### config.mk
export PLATFORM = sky130hd
export DESIGN_NAME = edge_detector_multi_flat
export DESIGN_NICKNAME = d
export VERILOG_FILES = /design/src/rtl/edge_detector_multi_if.sv /design/src/rtl/edge_detector_multi.sv /design/src/flat_wrapper.sv
export SDC_FILE = /design/constraint.sdc
export NUM_CORES = 1
export LEC_CHECK = 0
export ABC_CLOCK_PERIOD_IN_PS = 2500
export BUFFER_PORTS_ARGS = -buffer_cell sky130_fd_sc_hd__buf_2
export CAP_MARGIN = 20
export CORE_MARGIN = 2
export CORE_UTILIZATION = 40
export DETAILED_ROUTE_END_ITERATION = 10
export GPL_ROUTABILITY_DRIVEN = 0
export GPL_TIMING_DRIVEN = 0
export PLACE_DENSITY_LB_ADDON = 0.3
export SYNTH_ARGS = -nofsm -noshare
export SYNTH_HDL_FRONTEND = slang
export SYNTH_SLANG_ARGS = --single-unit
### constraint.sdc
create_clock -name clk -period 2.5 [get_ports clk]
set_clock_uncertainty 0.15 [all_clocks]
set_input_delay 0.625 -clock clk [delete_from_list [all_inputs] [get_ports clk]]
set_output_delay 0.625 -clock clk [all_outputs]
set_load 0.01 [all_outputs]
### src/rtl/edge_detector_multi_if.sv
// edge_detector_multi_if: channel bundle for the multi-channel edge detector.
// The master side drives raw inputs, per-channel edge select and flag clears;
// the slave side (the detector) returns filtered levels, pulses and flags.
interface edge_detector_multi_if #(
    parameter int CH = 4
) ();
    logic [CH-1:0]   in;
    logic [2*CH-1:0] mode;
    logic [CH-1:0]   clr;
    logic [CH-1:0]   level;
    logic [CH-1:0]   pulse;
    logic [CH-1:0]   flag;
    logic            any_flag;

    modport master (
        output in,
        output mode,
        output clr,
        input  level,
        input  pulse,
        input  flag,
        input  any_flag
    );

    modport slave (
        input  in,
        input  mode,
        input  clr,
        output level,
        output pulse,
        output flag,
        output any_flag
    );
endinterface

### src/rtl/edge_detector_multi.sv
// edge_detector_multi: CH independent deglitching edge detectors.
// Each channel registers its input, accepts a level change only after
// FILT_CYCLES identical samples, emits a one-cycle pulse on the selected
// edge(s) and keeps a sticky flag until software clears it.
// Optional macro EDGE_DETECTOR_SYNC_EN inserts a two-flop synchroniser in
// front of the sample register for inputs that are asynchronous to clk.
module edge_detector_multi #(
    parameter int CH          = 4,
    parameter int FILT_CYCLES = 3,
    parameter int CNT_W       = 8
) (
    input  logic                clk,
    input  logic                reset,
    edge_detector_multi_if.slave bus
);

    typedef enum logic [1:0] {
        LO_STABLE = 2'b00,
        HI_CAND   = 2'b01,
        HI_STABLE = 2'b10,
        LO_CAND   = 2'b11
    } state_e;

    // Candidate count that completes a qualification window (cnt + 1 == FILT_CYCLES).
    localparam logic [CNT_W-1:0] FILT_LAST = CNT_W'(FILT_CYCLES - 1);
    localparam logic [CNT_W-1:0] CNT_ONE   = CNT_W'(1);
    localparam bit               NO_FILTER = (FILT_CYCLES == 1);

    logic [CH-1:0]    samp_q,  samp_d;
    state_e           state_q [CH];
    state_e           state_d [CH];
    logic [CNT_W-1:0] cnt_q   [CH];
    logic [CNT_W-1:0] cnt_d   [CH];
    logic [CH-1:0]    rise_ev;
    logic [CH-1:0]    fall_ev;
    logic [CH-1:0]    level_q, level_d;
    logic [CH-1:0]    pulse_q, pulse_d;
    logic [CH-1:0]    flag_q,  flag_d;

`ifdef EDGE_DETECTOR_SYNC_EN
    logic [CH-1:0] sync1_q;
    logic [CH-1:0] sync2_q;

    // Two-stage synchroniser so metastability settles before the sample register.
    always_ff @(posedge clk or negedge reset) begin
        if (!reset) begin
            sync1_q <= '0;
            sync2_q <= '0;
        end else begin
            sync1_q <= bus.in;
            sync2_q <= sync1_q;
        end
    end

    // Sample register is fed from the synchroniser output.
    always_comb begin
        samp_d = sync2_q;
    end
`else
    // Inputs are already synchronous to clk, so they feed the sample register directly.
    always_comb begin
        samp_d = bus.in;
    end
`endif

    // Per-channel filter FSM: a candidate level must repeat FILT_CYCLES times to be accepted.
    always_comb begin
        for (int i = 0; i < CH; i++) begin
            state_d[i] = state_q[i];
            cnt_d[i]   = cnt_q[i];
            rise_ev[i] = 1'b0;
            fall_ev[i] = 1'b0;
            case (state_q[i])
                LO_STABLE: begin
                    if (samp_q[i]) begin
                        if (NO_FILTER) begin
                            state_d[i] = HI_STABLE;
                            cnt_d[i]   = '0;
                            rise_ev[i] = 1'b1;
                        end else begin
                            state_d[i] = HI_CAND;
                            cnt_d[i]   = CNT_ONE;
                        end
                    end
                end
                HI_CAND: begin
                    if (!samp_q[i]) begin
                        state_d[i] = LO_STABLE;
                        cnt_d[i]   = '0;
                    end else if (cnt_q[i] == FILT_LAST) begin
                        state_d[i] = HI_STABLE;
                        cnt_d[i]   = '0;
                        rise_ev[i] = 1'b1;
                    end else begin
                        cnt_d[i] = cnt_q[i] + CNT_ONE;
                    end
                end
                HI_STABLE: begin
                    if (!samp_q[i]) begin
                        if (NO_FILTER) begin
                            state_d[i] = LO_STABLE;
                            cnt_d[i]   = '0;
                            fall_ev[i] = 1'b1;
                        end else begin
                            state_d[i] = LO_CAND;
                            cnt_d[i]   = CNT_ONE;
                        end
                    end
                end
                LO_CAND: begin
                    if (samp_q[i]) begin
                        state_d[i] = HI_STABLE;
                        cnt_d[i]   = '0;
                    end else if (cnt_q[i] == FILT_LAST) begin
                        state_d[i] = LO_STABLE;
                        cnt_d[i]   = '0;
                        fall_ev[i] = 1'b1;
                    end else begin
                        cnt_d[i] = cnt_q[i] + CNT_ONE;
                    end
                end
                default: begin
                    state_d[i] = LO_STABLE;
                    cnt_d[i]   = '0;
                end
            endcase
        end
    end

    // Output next-state: level follows the accepted state, pulse is gated by the
    // live mode bits, and a new pulse always wins over a same-cycle clear.
    always_comb begin
        level_d = '0;
        pulse_d = '0;
        flag_d  = '0;
        for (int i = 0; i < CH; i++) begin
            level_d[i] = (state_d[i] == HI_STABLE) || (state_d[i] == LO_CAND);
            pulse_d[i] = (rise_ev[i] & bus.mode[2*i]) | (fall_ev[i] & bus.mode[2*i+1]);
            flag_d[i]  = pulse_d[i] | (flag_q[i] & ~bus.clr[i]);
        end
    end

    // State, counters and registered outputs; reset drops every channel to a quiet low.
    always_ff @(posedge clk or negedge reset) begin
        if (!reset) begin
            samp_q  <= '0;
            level_q <= '0;
            pulse_q <= '0;
            flag_q  <= '0;
            for (int i = 0; i < CH; i++) begin
                state_q[i] <= LO_STABLE;
                cnt_q[i]   <= '0;
            end
        end else begin
            samp_q  <= samp_d;
            level_q <= level_d;
            pulse_q <= pulse_d;
            flag_q  <= flag_d;
            for (int i = 0; i < CH; i++) begin
                state_q[i] <= state_d[i];
                cnt_q[i]   <= cnt_d[i];
            end
        end
    end

    assign bus.level    = level_q;
    assign bus.pulse    = pulse_q;
    assign bus.flag     = flag_q;
    assign bus.any_flag = |flag_q;

endmodule

### src/flat_wrapper.sv
// flat-port wrapper written by rule: the top's interface ports become plain ports
module edge_detector_multi_flat 
#(
    parameter int CH          = 4,
    parameter int FILT_CYCLES = 3,
    parameter int CNT_W       = 8
)
  (clk, reset, bus_in, bus_mode, bus_clr, bus_level, bus_pulse, bus_flag, bus_any_flag);
  edge_detector_multi_if #(.CH(CH)) bus_i ();
  input  logic clk;
  input  logic reset;
  input wire logic [$bits(bus_i.in)-1:0] bus_in;
  input wire logic [$bits(bus_i.mode)-1:0] bus_mode;
  input wire logic [$bits(bus_i.clr)-1:0] bus_clr;
  output wire logic [$bits(bus_i.level)-1:0] bus_level;
  output wire logic [$bits(bus_i.pulse)-1:0] bus_pulse;
  output wire logic [$bits(bus_i.flag)-1:0] bus_flag;
  output wire logic [$bits(bus_i.any_flag)-1:0] bus_any_flag;
  assign bus_i.in = bus_in;
  assign bus_i.mode = bus_mode;
  assign bus_i.clr = bus_clr;
  assign bus_level = bus_i.level;
  assign bus_pulse = bus_i.pulse;
  assign bus_flag = bus_i.flag;
  assign bus_any_flag = bus_i.any_flag;
  edge_detector_multi #(.CH(CH), .FILT_CYCLES(FILT_CYCLES), .CNT_W(CNT_W)) u_core (.clk(clk), .reset(reset), .bus(bus_i));
endmodule
==> run metrics, run 1 <==
outcome finished, final reports clean; Storage cell area ~0.0014 mm^2; critical path class reg2reg; clock tree buffer depth 2; IO Pins 31; DR iter-0 viols 149; synthesized area 0.00282 mm^2; final-stage net count approximately 320; share of cells above drive strength 1 19.7%; worst vdd ir 0.442 mV; Slew Viols, Final 0; Core ar. 0.00679 mm^2; first-pass GRT wire length 8750 um; Die X 87.9 um; Root Buffer clkbuf_8; global route overflow 0; net count after synthesis 281; Leakage around 0.0015 uW; Reg2Reg Setup Slack 540 ps; CP arrival between 2000 and 2500 ps; post-placement worst setup slack 579 ps; predominant post-synthesis flop cell dfrtp_1; CTS tree yes; depth of the most critical reg-to-reg path 7; pin count of the biggest net entering global routing 31; vias in the first global route 1904; post-place instance area 0.00311 mm^2; number of synthesized register bits 56; critical path cell sequence inv_1 > ha_1 > nor3b_1 > a211oi_2 > buf_2 > a21o_1 > a22o_1; post-route insts no fill around 400; Critical R2R Launch u_core.cnt_q[8]$_DFFE_PN0P_; Worst R2R End u_core.cnt_q[11]$_DFFE_PN0P_; CP required between 2000 and 3000 ps; GRT Total Usage 14.2%; DRT Pass-1 Iters 4; Final HPWL DP 3620 um; DRC Markers 0; clock slew at reported path FFs 100 ps; CP Max Fanout 10; commonest non-fill, non-tap cells in the layout dfrtp_1 (56), buf_2 (32), nand3_1 (19); post-layout instance area 0.00319 mm^2; die area between 0.007 and 0.008 mm^2; clock sink count 56; fmax 0.511 GHz; Seq/Total Area, Yosys 49.8%; CP endpoint kind register; Ys Warns 0; unrepaired setup endpoints after global routing false; final setup fails 0; max-cap violations 0; commonest non-fill, non-tap cell in the layout dfrtp_1; final hold violation count 0; CTS resizes 0; number of cell rows 30; Synth Area per Inst 11.0 um^2; fillcell total 631; H-tree Lvls 2; Post-Route Setup TNS 0 ps; initial antenna violation count 0; Setup Fix Bufs, Post-CTS 0; worst-margin pin slew 613 ps; Power Density between 800 and 900 mW/mm^2; Port Buf Inserts 30; DR WL/cell 12.5 um; Clock Latency Late Sink roughly 300 ps; total CTS buffers 5; crit share post-route around 78%; Post-Syn Instances 255; worst hold margin roughly 170 ps; Distinct cells, synth between 40 and 50; number of synthesized flops with an enable pin 0; Die Y-Extent a little under 90 um; # hold bufs at CTS 0; CP max-delay cell dfrtp_1; min cycle time layout ~2000 ps; CP Launch Type register; vias per std cell 5.14; async set or reset register ratio after synthesis 100%; HP Class in2async; total wire length 4890 um; area of the multi-input gates about 0.0013 mm^2; placed insts 382; Area growth, synth to finish 13.3%; final setup margin ~540 ps; Slew HR between 50% and 60%; initial core utilization about 41%; antenna fix cells 0; Vias 2003; Critical Path Max Stage Delay approximately 420 ps; ANT nets after route 0
-- cell usage after synthesis, types with 4 or more instances --
master | n | area share (%)
nand3_1 | 19 | 3.4
mux2_2 | 4 | 1.6
a211oi_2 | 4 | 1.8
xnor2_1 | 5 | 1.6
a21o_1 | 6 | 1.6
o21ai_1 | 5 | 0.89
nand2b_1 | 4 | 0.89
o21bai_1 | 4 | 1.1
mux2_1 | 8 | 3.2
nor2_1 | 7 | 0.93
nand3b_1 | 8 | 2.1
inv_1 | 16 | 2.1
and3_1 | 9 | 2.0
ha_1 | 8 | 3.6
a31oi_1 | 12 | 2.7
a22o_1 | 10 | 3.1
a21oi_1 | 15 | 2.7
dfrtp_1 | 56 | 50
and2_1 | 4 | 0.89
nand2_1 | 15 | 2.0
-- metrics by stage --
stage,util [%],total power (uW)
floorplan,-,2050
global placement,45.4,2300
detailed placement,45.7,2320
CTS,47.0,2820
global route,47.0,3010
finish,47.0,2780
-- worst max-delay path, delay by kind of cell (launching register included) --
| kind | cells | cell delay, ps |
|---|---|---|
| buffers and inverters | 2 | 290 |
| adder cells (fa/ha/maj) | 1 | 140 |
| flip-flops | 1 | 420 |
| AO/OA/AOI/OAI | 3 | 480 |
| AND/OR/NAND/NOR | 1 | 380 |
-- power breakdown --
part / leakage [uW] / total (uW) / internal [uW] / switching, uW
sequential: 0.000737 / 1260 / 1090 / 164
clock: 0.0000424 / 479 / 201 / 278
combinational: 0.000731 / 1040 / 475 / 566
-- worst max path at each step --
stage / startpoint / endpoint / slack (ps)
floorplan: u_core.cnt_q[8]$_DFFE_PN0P_ / u_core.cnt_q[11]$_DFFE_PN0P_ / 720
global placement: reset / u_core.state_q[7]$_DFF_PN0_ / 590
detailed placement: u_core.cnt_q[8]$_DFFE_PN0P_ / u_core.cnt_q[11]$_DFFE_PN0P_ / 580
CTS: u_core.cnt_q[8]$_DFFE_PN0P_ / u_core.cnt_q[11]$_DFFE_PN0P_ / 540
global route: u_core.cnt_q[8]$_DFFE_PN0P_ / u_core.bus.flag[2]$_DFF_PN0_ / 390
finish: u_core.cnt_q[8]$_DFFE_PN0P_ / u_core.cnt_q[11]$_DFFE_PN0P_ / 540
-- cell families (layout without fill, tap and decap cells) --
| logic type | Yosys count | after routing | share of synthesized area, % |
|---|---|---|---|
| and+or+nand+nor | 84 | 84 | 19.1 |
| AOI/OAI and AO/OA | 64 | 64 | 16.2 |
| DFF | 56 | 56 | 49.8 |
| buffers and inverters | 23 | 62 | 3.96 |
| muxes | 14 | 14 | 5.51 |
| adders and majority gates | 8 | 8 | 3.56 |
| xor gates and xnor gates | 6 | 6 | 1.87 |
-- layer usage --
layer  GRT usage, %  share of wire [%]  vias to the layer above
li1               -                  -                     1009
met1           20.3                 51                      953
met2           21.5                 44                       36
met3           3.58                4.4                        5
met4           4.20               0.94                        0
met5              0                  0                        -
-- flip-flops by register name (all words and copies together) (netlist names) --
register          count
u_core.bus.pulse      4
u_core.state_q        8
u_core.samp_q         4
u_core.bus.level      4
u_core.cnt_q         32
u_core.bus.flag       4
-- final cells by class --
class	instances	share of cell area, %
multi-input cells	176	40.8
clock buffers	7	2.39
flip-flops and latches	56	43.9
inverters	17	2.00
well taps	96	3.76
plain buffers	6	1.49
repair buffers	31	5.33
clock inverters	1	0.275
Note: power is estimated with default switching activity, not from simulation.
==> run 2: changes to the inputs <==
--- a/config.mk
+++ b/config.mk
@@ -5,7 +5,8 @@
 export SDC_FILE = /design/constraint.sdc
 export NUM_CORES = 1
 export LEC_CHECK = 0
-export ABC_CLOCK_PERIOD_IN_PS = 2500
+export ABC_AREA = 1
+export ABC_CLOCK_PERIOD_IN_PS = 1700
 export BUFFER_PORTS_ARGS = -buffer_cell sky130_fd_sc_hd__buf_2
 export CAP_MARGIN = 20
 export CORE_MARGIN = 2
==> constraint.sdc (replaced) <==
create_clock -name clk -period 1.7 [get_ports clk]
set_clock_uncertainty 0.15 [all_clocks]
set_input_delay 0.425 -clock clk [delete_from_list [all_inputs] [get_ports clk]]
set_output_delay 0.425 -clock clk [all_outputs]
set_load 0.01 [all_outputs]
==> run 2 against run 1 <==
The run now ends with hold timing left. Global-route usage up 1.2 points. Combinational power up 9.6%. Die area up 6.7%. Non-clock buffer count down 6. Register-to-register slack worse by 370 ps. Hold slack worse by 190 ps. Critical path type is now reg2out. Largest cell class unchanged. Largest power group unchanged.
==> run metrics, run 2 <==
outcome finished, violations left; failing checks hold timing; worst-margin pin slew 650 ps; Power Density around 1100 mW/mm^2; HP Class in2async; async set or reset register ratio after synthesis 100%; GRT Total Usage 15.4%; critical path cell sequence inv_2 > nand4_1 > buf_2; clock slew at reported path FFs 110 ps; Critical R2R Launch u_core.cnt_q[24]$_DFFE_PN0P_; die area about 0.0082 mm^2; post-layout instance area 0.00341 mm^2; Final HPWL DP ~4300 um; synthesized area about 0.003 mm^2; Critical Path Max Stage Delay 400 ps; CP max-delay cell dfrtp_1; simple-gate share of the synthesized area 34.0%; DRC Markers 0; Top reg by flops u_core.cnt_q; clock sink count 56; final setup margin 113 ps; global route overflow 0; unrepaired setup endpoints after global routing false; top-count cell post-synth nand2_1; number of synthesized register bits between 50 and 60; CP required 1120 ps; fillcell total approximately 760; ANT nets after route 0; share of cells above drive strength 1 approximately 17%; Ys Warns 0; Largest register FFs 32; Regs by FF count u_core.cnt_q: 32 flops, u_core.state_q: 8 flops; crit share post-route 93.3%; Post-Syn Instances around 400; Distinct cells, synth 22; number of synthesized flops with an enable pin 0; commonest non-fill, non-tap cell in the layout nand2_1; Port Buf Inserts 30; CP Launch Type register; main combinational cell family by area after synthesis simple AND/OR/NAND/NOR gates; DR WL/cell 10.8 um; final-stage net count about 470; Seq/Total Area, Yosys roughly 47%; XOR/XNOR share of the synthesized area 1.74%; Area growth, synth to finish 13.1%; depth of the most critical reg-to-reg path 7; most instantiated cells after synthesis nand2_1 (133), dfrtp_1 (56), inv_1 (54), nor2_1 (37), nand3_1 (35); Root Buffer clkbuf_8; total power approximately 3700 uW; max-cap violations 0; critical path class reg2out; Clock Latency Late Sink 310 ps; DRT Pass-1 Iters 4; worst vdd ir about 0.60 mV; worst hold margin -18.9 ps; commonest non-fill, non-tap cells in the layout nand2_1 (132), dfrtp_1 (55), inv_1 (52); Core ar. ~0.0073 mm^2; initial antenna violation count 0; Leakage 0.00179 uW; Reg2Reg Setup Slack between 150 and 200 ps; DR iter-0 viols slightly above 90; cell taking the most area after synthesis dfrtp_1; Yosys top cell area share 46.5%; Slew HR 56.7%; IO Pins 31; final setup fails 0; Synth Area in Adders between 3 and 4%; net count after synthesis about 430; Worst R2R End u_core.bus.level[0]$_DFF_PN0_; CTS tree yes; antenna fix cells 0; pin count of the biggest net entering global routing 30; CP arrival around 1000 ps; total CTS buffers 5; number of cell rows 31; Post-Route Setup TNS 0 ps; mux contribution to synthesized area 0%; min cycle time layout 1590 ps; fmax 0.630 GHz; vias per std cell 4.65; post-place instance area 0.00331 mm^2; initial core utilization 41.3%; Synth Area in Compound Gates 6.98%; predominant post-synthesis flop cell dfrtp_1; H-tree Lvls 2; CP Max Fanout 2; CP endpoint kind output pin; final hold violation count 28; first-pass GRT wire length approximately 11000 um; total wire length 5820 um; vias in the first global route 2505; Die Y-Extent 90.8 um; Vias 2505; Synth Area per Inst 7.51 um^2; clock tree buffer depth 2; Slew Viols, Final 0; Die X 90.8 um; post-placement worst setup slack 147 ps; synth top area cells dfrtp_1 (47%), nand2_1 (17%), inv_1 (6.7%)
[run 2: worst max-delay path: cells and delay by family (launching register included)]
kind / cells / cell delay, ps
buffers and inverters: 2 / 230
DFF: 1 / 400
and+or+nand+nor: 1 / 90
[run 2: worst max path at each step]
stage / start / endpoint / slack [ps] / depth (start not counted)
after floorplan: u_core.cnt_q[24]$_DFFE_PN0P_ / u_core.cnt_q[29]$_DFFE_PN0P_ / 340 / 9
after global placement: reset / u_core.state_q[1]$_DFF_PN0_ / -40 / 1
after detailed placement: u_core.cnt_q[24]$_DFFE_PN0P_ / u_core.cnt_q[29]$_DFFE_PN0P_ / 150 / 9
after CTS: u_core.bus.flag[2]$_DFF_PN0_ / bus_any_flag / 50 / 3
after global routing: u_core.cnt_q[24]$_DFFE_PN0P_ / u_core.cnt_q[29]$_DFFE_PN0P_ / 2 / 9
final: u_core.bus.flag[1]$_DFF_PN0_ / bus_any_flag / 110 / 3
[run 2: layout make-up]
| type | count | area (um^2) | share of cell area, % |
|---|---|---|---|
| clock inverters | 1 | 7.51 | 0.220 |
| well taps | 99 | 124 | 3.64 |
| repair buffers | 31 | 170 | 4.99 |
| multi-input cells | 285 | 1390 | 40.8 |
| clock buffers | 7 | 86.3 | 2.53 |
| flip-flops and latches | 56 | 1400 | 41.2 |
| inverters | 60 | 225 | 6.61 |
[run 2: repair_timing]
| item | 4_1_cts | 5_1_grt |
|---|---|---|
| hold endpoints to repair | 0 | 0 |
| hold buffers | 0 | 0 |
| setup endpoints to repair | 0 | 5 |
| gates resized for setup | 0 | 5 |
| buffers inserted | 0 | 0 |
[run 2: cells by family (layout without fill, tap and decap cells)]
| family | Yosys count | in the layout |
|---|---|---|
| AO/OA/AOI/OAI | 39 | 39 |
| XOR/XNOR | 6 | 6 |
| adder cells (fa/ha/maj) | 8 | 8 |
| buffers and inverters | 60 | 99 |
| flip-flops | 56 | 56 |
| AND/OR/NAND/NOR | 232 | 232 |
[run 2: per-stage QoR]
step                utilization [%]  cells
floorplan                         -    401
global placement               45.1    530
detailed placement             45.4    531
CTS                            46.6    539
global route                   46.7    539
finish                         46.7    539
[run 2: per-layer routing]
| metal | track usage [%] | vias to the layer above | wire length (um) |
|---|---|---|---|
| met5 | 0 | - | 0 |
| met4 | 6.19 | 0 | 77 |
| met3 | 2.67 | 7 | 209 |
| met2 | 27.0 | 42 | 2730 |
| met1 | 18.9 | 1135 | 2800 |
| li1 | - | 1321 | - |
[run 2: power breakdown]
group | internal (uW) | switching [uW] | leakage (uW) | total [uW]
registers | 1570 | 273 | 0.000738 | 1850
clock network | 332 | 434 | 0.0000445 | 767
logic | 422 | 714 | 0.00100 | 1140
